===== config.mk =====
export PLATFORM = sky130hd
export DESIGN_NAME = tile_flash_drawer
export DESIGN_NICKNAME = d
export VERILOG_FILES = /design/src/rtl/tile_flash_drawer.sv
export SDC_FILE = /design/constraint.sdc
export NUM_CORES = 1
export LEC_CHECK = 0
export ABC_AREA = 1
export CORE_MARGIN = 5
export CORE_UTILIZATION = 51
export CTS_CLUSTER_SIZE = 30
export DETAILED_ROUTE_END_ITERATION = 8
export PLACE_DENSITY_LB_ADDON = 0.15
export SYNTH_ARGS = -nofsm -noshare
export SYNTH_HDL_FRONTEND = slang
export SYNTH_SLANG_ARGS = --single-unit

===== constraint.sdc =====
create_clock -name clk -period 2.82 [get_ports clk]
set_clock_uncertainty 0.2 [all_clocks]
set_input_delay 0.423 -clock clk [delete_from_list [all_inputs] [get_ports clk]]
set_output_delay 0.423 -clock clk [all_outputs]
set_load 0.02 [all_outputs]

===== src/rtl/tile_flash_drawer.sv =====
// Tile flash drawer: rasterises one TILE_SIZE x TILE_SIZE tile into the VGA
// adapter, holds it lit for HOLD_CYCLES, erases it, then pulses done.
// Optional build macro: TILE_FLASH_OUTLINE_EN draws border pixels in white.
// All outputs are registered. Next-cycle output values are derived from the
// next-state logic, so the outputs line up with the state they describe.
module tile_flash_drawer #(
  parameter int unsigned TILE_SIZE    = 8,
  parameter int unsigned HOLD_CYCLES  = 25000000,
  parameter logic [2:0]  ERASE_COLOUR = 3'b000
) (
  input  logic       clk,
  input  logic       reset,
  input  logic       start,
  input  logic [7:0] tile_x,
  input  logic [7:0] tile_y,
  input  logic [2:0] tile_colour,
  output logic [7:0] vga_x,
  output logic [7:0] vga_y,
  output logic [2:0] vga_colour,
  output logic       plot,
  output logic       busy,
  output logic       done
);

  localparam int unsigned CW = $clog2(TILE_SIZE);
  localparam logic [CW-1:0] LAST = CW'(TILE_SIZE - 1);
  localparam int unsigned HW = (HOLD_CYCLES > 1) ? $clog2(HOLD_CYCLES) : 1;
  localparam logic [HW-1:0] HOLD_LOAD = HW'(HOLD_CYCLES - 1);

  typedef enum logic [2:0] {
    StIdle,
    StDraw,
    StHold,
    StErase,
    StDone
  } state_e;

  state_e state_q, state_d;
  logic [CW-1:0] col_q, col_d;
  logic [CW-1:0] row_q, row_d;
  logic [HW-1:0] hold_q, hold_d;
  logic [7:0]    bx_q, bx_d;
  logic [7:0]    by_q, by_d;
  logic [2:0]    colour_q, colour_d;

  logic [7:0] vga_x_q, vga_x_d;
  logic [7:0] vga_y_q, vga_y_d;
  logic [2:0] vga_colour_q, vga_colour_d;
  logic       plot_q, plot_d;
  logic       busy_q, busy_d;
  logic       done_q, done_d;

  logic [2:0] draw_colour;

  // Next-state logic: sequencing, scan counters and hold down-counter.
  always_comb begin
    state_d  = state_q;
    col_d    = col_q;
    row_d    = row_q;
    hold_d   = hold_q;
    bx_d     = bx_q;
    by_d     = by_q;
    colour_d = colour_q;
    unique case (state_q)
      StIdle: begin
        if (start) begin
          bx_d     = tile_x;
          by_d     = tile_y;
          colour_d = tile_colour;
          col_d    = '0;
          row_d    = '0;
          state_d  = StDraw;
        end
      end
      StDraw, StErase: begin
        // Counters wrap to 0 after the last pixel, ready for the next scan.
        col_d = col_q + CW'(1);
        if (col_q == LAST) begin
          row_d = row_q + CW'(1);
          if (row_q == LAST) begin
            if (state_q == StDraw) begin
              state_d = StHold;
              hold_d  = HOLD_LOAD;
            end else begin
              state_d = StDone;
            end
          end
        end
      end
      StHold: begin
        if (hold_q == '0) begin
          state_d = StErase;
          col_d   = '0;
          row_d   = '0;
        end else begin
          hold_d = hold_q - HW'(1);
        end
      end
      StDone: begin
        state_d = StIdle;
      end
      default: begin
        state_d = StIdle;
      end
    endcase
  end

  // Colour of the pixel about to be drawn during the DRAW pass.
  always_comb begin
`ifdef TILE_FLASH_OUTLINE_EN
    if ((col_d == '0) || (col_d == LAST) || (row_d == '0) || (row_d == LAST)) begin
      draw_colour = 3'b111;
    end else begin
      draw_colour = colour_d;
    end
`else
    draw_colour = colour_d;
`endif
  end

  // Next output values; pixel fields hold their last value when not plotting.
  always_comb begin
    plot_d       = (state_d == StDraw) || (state_d == StErase);
    busy_d       = (state_d != StIdle);
    done_d       = (state_d == StDone);
    vga_x_d      = vga_x_q;
    vga_y_d      = vga_y_q;
    vga_colour_d = vga_colour_q;
    if (plot_d) begin
      vga_x_d      = bx_d + {{(8 - CW){1'b0}}, col_d};
      vga_y_d      = by_d + {{(8 - CW){1'b0}}, row_d};
      vga_colour_d = (state_d == StErase) ? ERASE_COLOUR : draw_colour;
    end
  end

  // State, counters, latched tile and registered outputs; reset dominates.
  always_ff @(posedge clk) begin
    if (reset) begin
      state_q      <= StIdle;
      col_q        <= '0;
      row_q        <= '0;
      hold_q       <= '0;
      bx_q         <= '0;
      by_q         <= '0;
      colour_q     <= '0;
      vga_x_q      <= '0;
      vga_y_q      <= '0;
      vga_colour_q <= '0;
      plot_q       <= 1'b0;
      busy_q       <= 1'b0;
      done_q       <= 1'b0;
    end else begin
      state_q      <= state_d;
      col_q        <= col_d;
      row_q        <= row_d;
      hold_q       <= hold_d;
      bx_q         <= bx_d;
      by_q         <= by_d;
      colour_q     <= colour_d;
      vga_x_q      <= vga_x_d;
      vga_y_q      <= vga_y_d;
      vga_colour_q <= vga_colour_d;
      plot_q       <= plot_d;
      busy_q       <= busy_d;
      done_q       <= done_d;
    end
  end

  assign vga_x      = vga_x_q;
  assign vga_y      = vga_y_q;
  assign vga_colour = vga_colour_q;
  assign plot       = plot_q;
  assign busy       = busy_q;
  assign done       = done_q;

endmodule

==> impl_results.md <==
* Htree depth at 3
* Worst Path Max Fanout at 2
* Largest delay share family, worst path: simple AND/OR/NAND/NOR gates
* Worst setup startpoint: hold_q[4]
* Critical path launch point type: flip-flop
* Hold Crit Class: reg -> reg
* Ys Warns at 0
* Critical Path AT at 2.77 ns
* Logic pwr share at 16.8%
* Initial antenna violation count at 0
* Root buffer cell: clkbuf_8
* RR Startpoint: hold_q[4]
* Clk buf depth at 2
* TritonCTS Sinks at 75
* Share of layout cells above drive strength 1 at between 10% and 20%
* Max Transition Viols Final at 0
* CP required at ~2.9 ns
* Vias at 4131
* CP Capture Point: vga_y[2]
* Setup WS post-layout at 0.103 ns
* Complex-gate fraction of the synthesized area at 9.09%
* GPL Wtd Cong at 0.923
* Hpwl dp at 7670 um
* Finished Core Util at 66.9%
* CTS tree: yes
* Clock Latency Late Sink at about 0.35 ns
* Port Buffers at 43
* Clk slew on worst S/H paths at 0.08 ns
* GRT Overall Usage at roughly 22%
* Sequential share of power at 48.0%
* Post-synthesis adder-cell area fraction at 4.32%
* DRT Pass-1 Iters at 4
* Multiplexer share of the synthesized area at 0.730%
* Largest net degree at the start of global routing at 48
* Top Ports at 44
* RR Endpoint: vga_y[2]
* Cell Area, Synth at 4120 sq um
* P per Cell Area at between 400 and 500 nW/um^2
* Vias in the first global route at 3990
* Leak at 2.51 nW
* DIE WIDTH at ~100 um
* Critical path buffers and inverters at 1
* # DRC at 0
* Max IR drop VDD at 340 uV
* Netlist cell types at 33
* N_diodes at 0
* WL final at roughly 11000 um
* Max cap viols at 0
* Vias/cell at 5.12
* Largest stage delay on the critical path at 0.39 ns
* Met2 Use GR at 38.3%
* Register area share after synthesis at a little over a third
* Setup violations, final at 0
* Peak Freq at 368 MHz
* Net Switching at 0.000679 W
* Initial DRC Count at 180
* Fin. Hold Viols at 0
* Slowest-stage cell, CP: fa_2
* Met1 GRT Util at between 20% and 30%
* Starting Density at 52.7%
* Global-route wire length before repair at 17800 um
* Syn_nets at 652
* Post-synthesis simple-gate area fraction at 38.7%
* Worst slack, placed at -0.258 ns
* Clk pwr share at between 30% and 40%
* Fin Setup TNS at 0 ns
* GR peak layer: met2
* Post-route ant nets at 0
* Worst slew margin at between 60% and 70%
* Most common cell after layout, fill and taps aside: nand2_1
* Nets at between 700 and 800
* Synth Register Bits at 75
* CORE AREA at 7810 sq um
* Switching Fraction at 28.6%
* CP Capture Type: flip-flop
* Worst-path cell chain: nor2_1 -> nand2_1 -> nor2_4 -> nand2_2 -> o21ai_4 -> nand4_1 -> nand2_1 -> inv_1 -> ha_2 -> fa_2 -> or2_2 -> a21oi_1 -> nor2_1
* Most frequent cells in the layout: nand2_1 (154), nor2_1 (97), dfxtp_1 (72), inv_1 (54), buf_4 (49)
* Worst reg2reg setup slack at 0.10 ns
* Crit path kind: reg -> reg
* Status: finished clean
* FP Rows at 32
* Largest family of logic cells by synthesized area: simple AND/OR/NAND/NOR gates
* TritonCTS buffer count at 9
* WP depth at 13
* Grt met3 use at 4.66%
* Reg2reg path depth at 13
* Gate Count Post-Synth at 617
* Min Tclk post-route at 2.72 ns
* Grt ovf at 0
* Worst slew pin tran at 0.566 ns
* Die area at ~10000 sq um
* Synth Area in XOR/XNOR at 1.92%
* Power Internal at approximately 0.0017 W
* DR WL/cell at 13.4 um
* Syn-to-layout area delta at 27.0%
* Syn Area/Cell at 6.67 sq um
* Die Ht at 99.8 um
* Crit share post-route at 96.3%
## cells in the mapped netlist
| library cell | instances | area [sq um] |
|---|---|---|
| nor2_4 | 5 | 56.3 |
| dfxtp_1 | 75 | 1500 |
| buf_6 | 3 | 33.8 |
| nor2_1 | 104 | 390 |
| clkinv_1 | 1 | 3.75 |
| or2_2 | 9 | 56.3 |
| buf_2 | 3 | 15.0 |
| inv_1 | 56 | 210 |
| mux2i_1 | 3 | 30.0 |
| a31o_2 | 1 | 8.76 |
| nand2_2 | 4 | 25.0 |
| nand2_1 | 159 | 597 |
| nor2_2 | 7 | 43.8 |
| o21ai_2 | 1 | 8.76 |
| ha_1 | 11 | 138 |
| xnor2_1 | 3 | 26.3 |
| and2_1 | 1 | 6.26 |
| o21ai_0 | 12 | 60.1 |
| nand4_1 | 13 | 81.3 |
| fa_1 | 2 | 40.0 |
| nor3_1 | 6 | 30.0 |
| nand2_4 | 3 | 33.8 |
| clkbuf_1 | 7 | 26.3 |
| nand3b_1 | 7 | 52.6 |
| nand3_1 | 44 | 220 |
| inv_2 | 8 | 30.0 |
| buf_4 | 5 | 37.5 |
| a21oi_1 | 36 | 180 |
| o21ai_1 | 18 | 90.1 |
| buf_1 | 1 | 3.75 |
| xor2_1 | 6 | 52.6 |
| o211ai_1 | 2 | 15.0 |
| a21boi_2 | 1 | 11.3 |
## flip-flops by register name (all words and copies together) (netlist names), 3 cells and up
register    cells
by_q            8
col_q           3
hold_q         25
vga_y           8
colour_q        3
vga_colour      3
row_q           3
state_q         3
bx_q            8
vga_x           8
## power groups by stage
stage,Sequential (W),Combinational [W],Clock [W]
global route,0.00114,0.000446,0.000892
finish,0.00114,0.000399,0.000833
global placement,0.00116,0.000383,0
floorplan,0.00120,0.000198,0
CTS,0.00114,0.000394,0.000839
detailed placement,0.00116,0.000391,0
## worst min-delay path by stage
stage / start / to / cells past startpoint
floorplan: bx_q[3] / bx_q[3] / 2
global placement: by_q[3] / by_q[3] / 2
detailed placement: by_q[3] / by_q[3] / 2
CTS: by_q[3] / by_q[3] / 2
global route: by_q[3] / by_q[3] / 2
finish: by_q[3] / by_q[3] / 2
## tightest hold or removal path, cell delays in order, from the launching register on
cell,delay [ns]
dfxtp_1,0.31
nand2_1,0.07
a21oi_1,0.06
## layout make-up
class,instances,area (sq um)
Timing Repair Buffer,92,798
Sequential cell,75,1510
Multi-Input combinational cell,458,2360
Fill cell,689,2580
Clock buffer,9,124
Tap cell,102,128
Clock inverter,6,67.6
Inverter,65,244
## cell families after synthesis
group / Yosys count
simple gates: 362
buf+inv: 84
xor+xnor: 9
mux: 3
flops: 75
fa+ha+maj: 13
compound gates: 71
## routing by layer
metal  wire length (um)  up-vias
met2               5400      100
li1                   -     2127
met3                541       24
met5                  0        -
met1               4680     1880
met4                225        0
## per-stage QoR
stage	hold slack [ns]	power [W]	instances	cell area, sq um
2_1_floorplan	0.247	0.00140	617	4120
3_3_place_gp	0.259	0.00155	789	4900
3_5_place_dp	0.267	0.00155	789	4900
4_1_cts	0.280	0.00237	805	5110
5_1_grt	0.298	0.00248	807	5230
6_report	0.279	0.00237	807	5230
## timing repair
action                                  CTS  global route
setup buffers                             1             2
pin swaps                                 3            17
gates resized for setup                   5            32
hold buffers                              0             0
endpoints found under the setup margin   10            10
No activity file was read; power rests on OpenSTA's default activity.
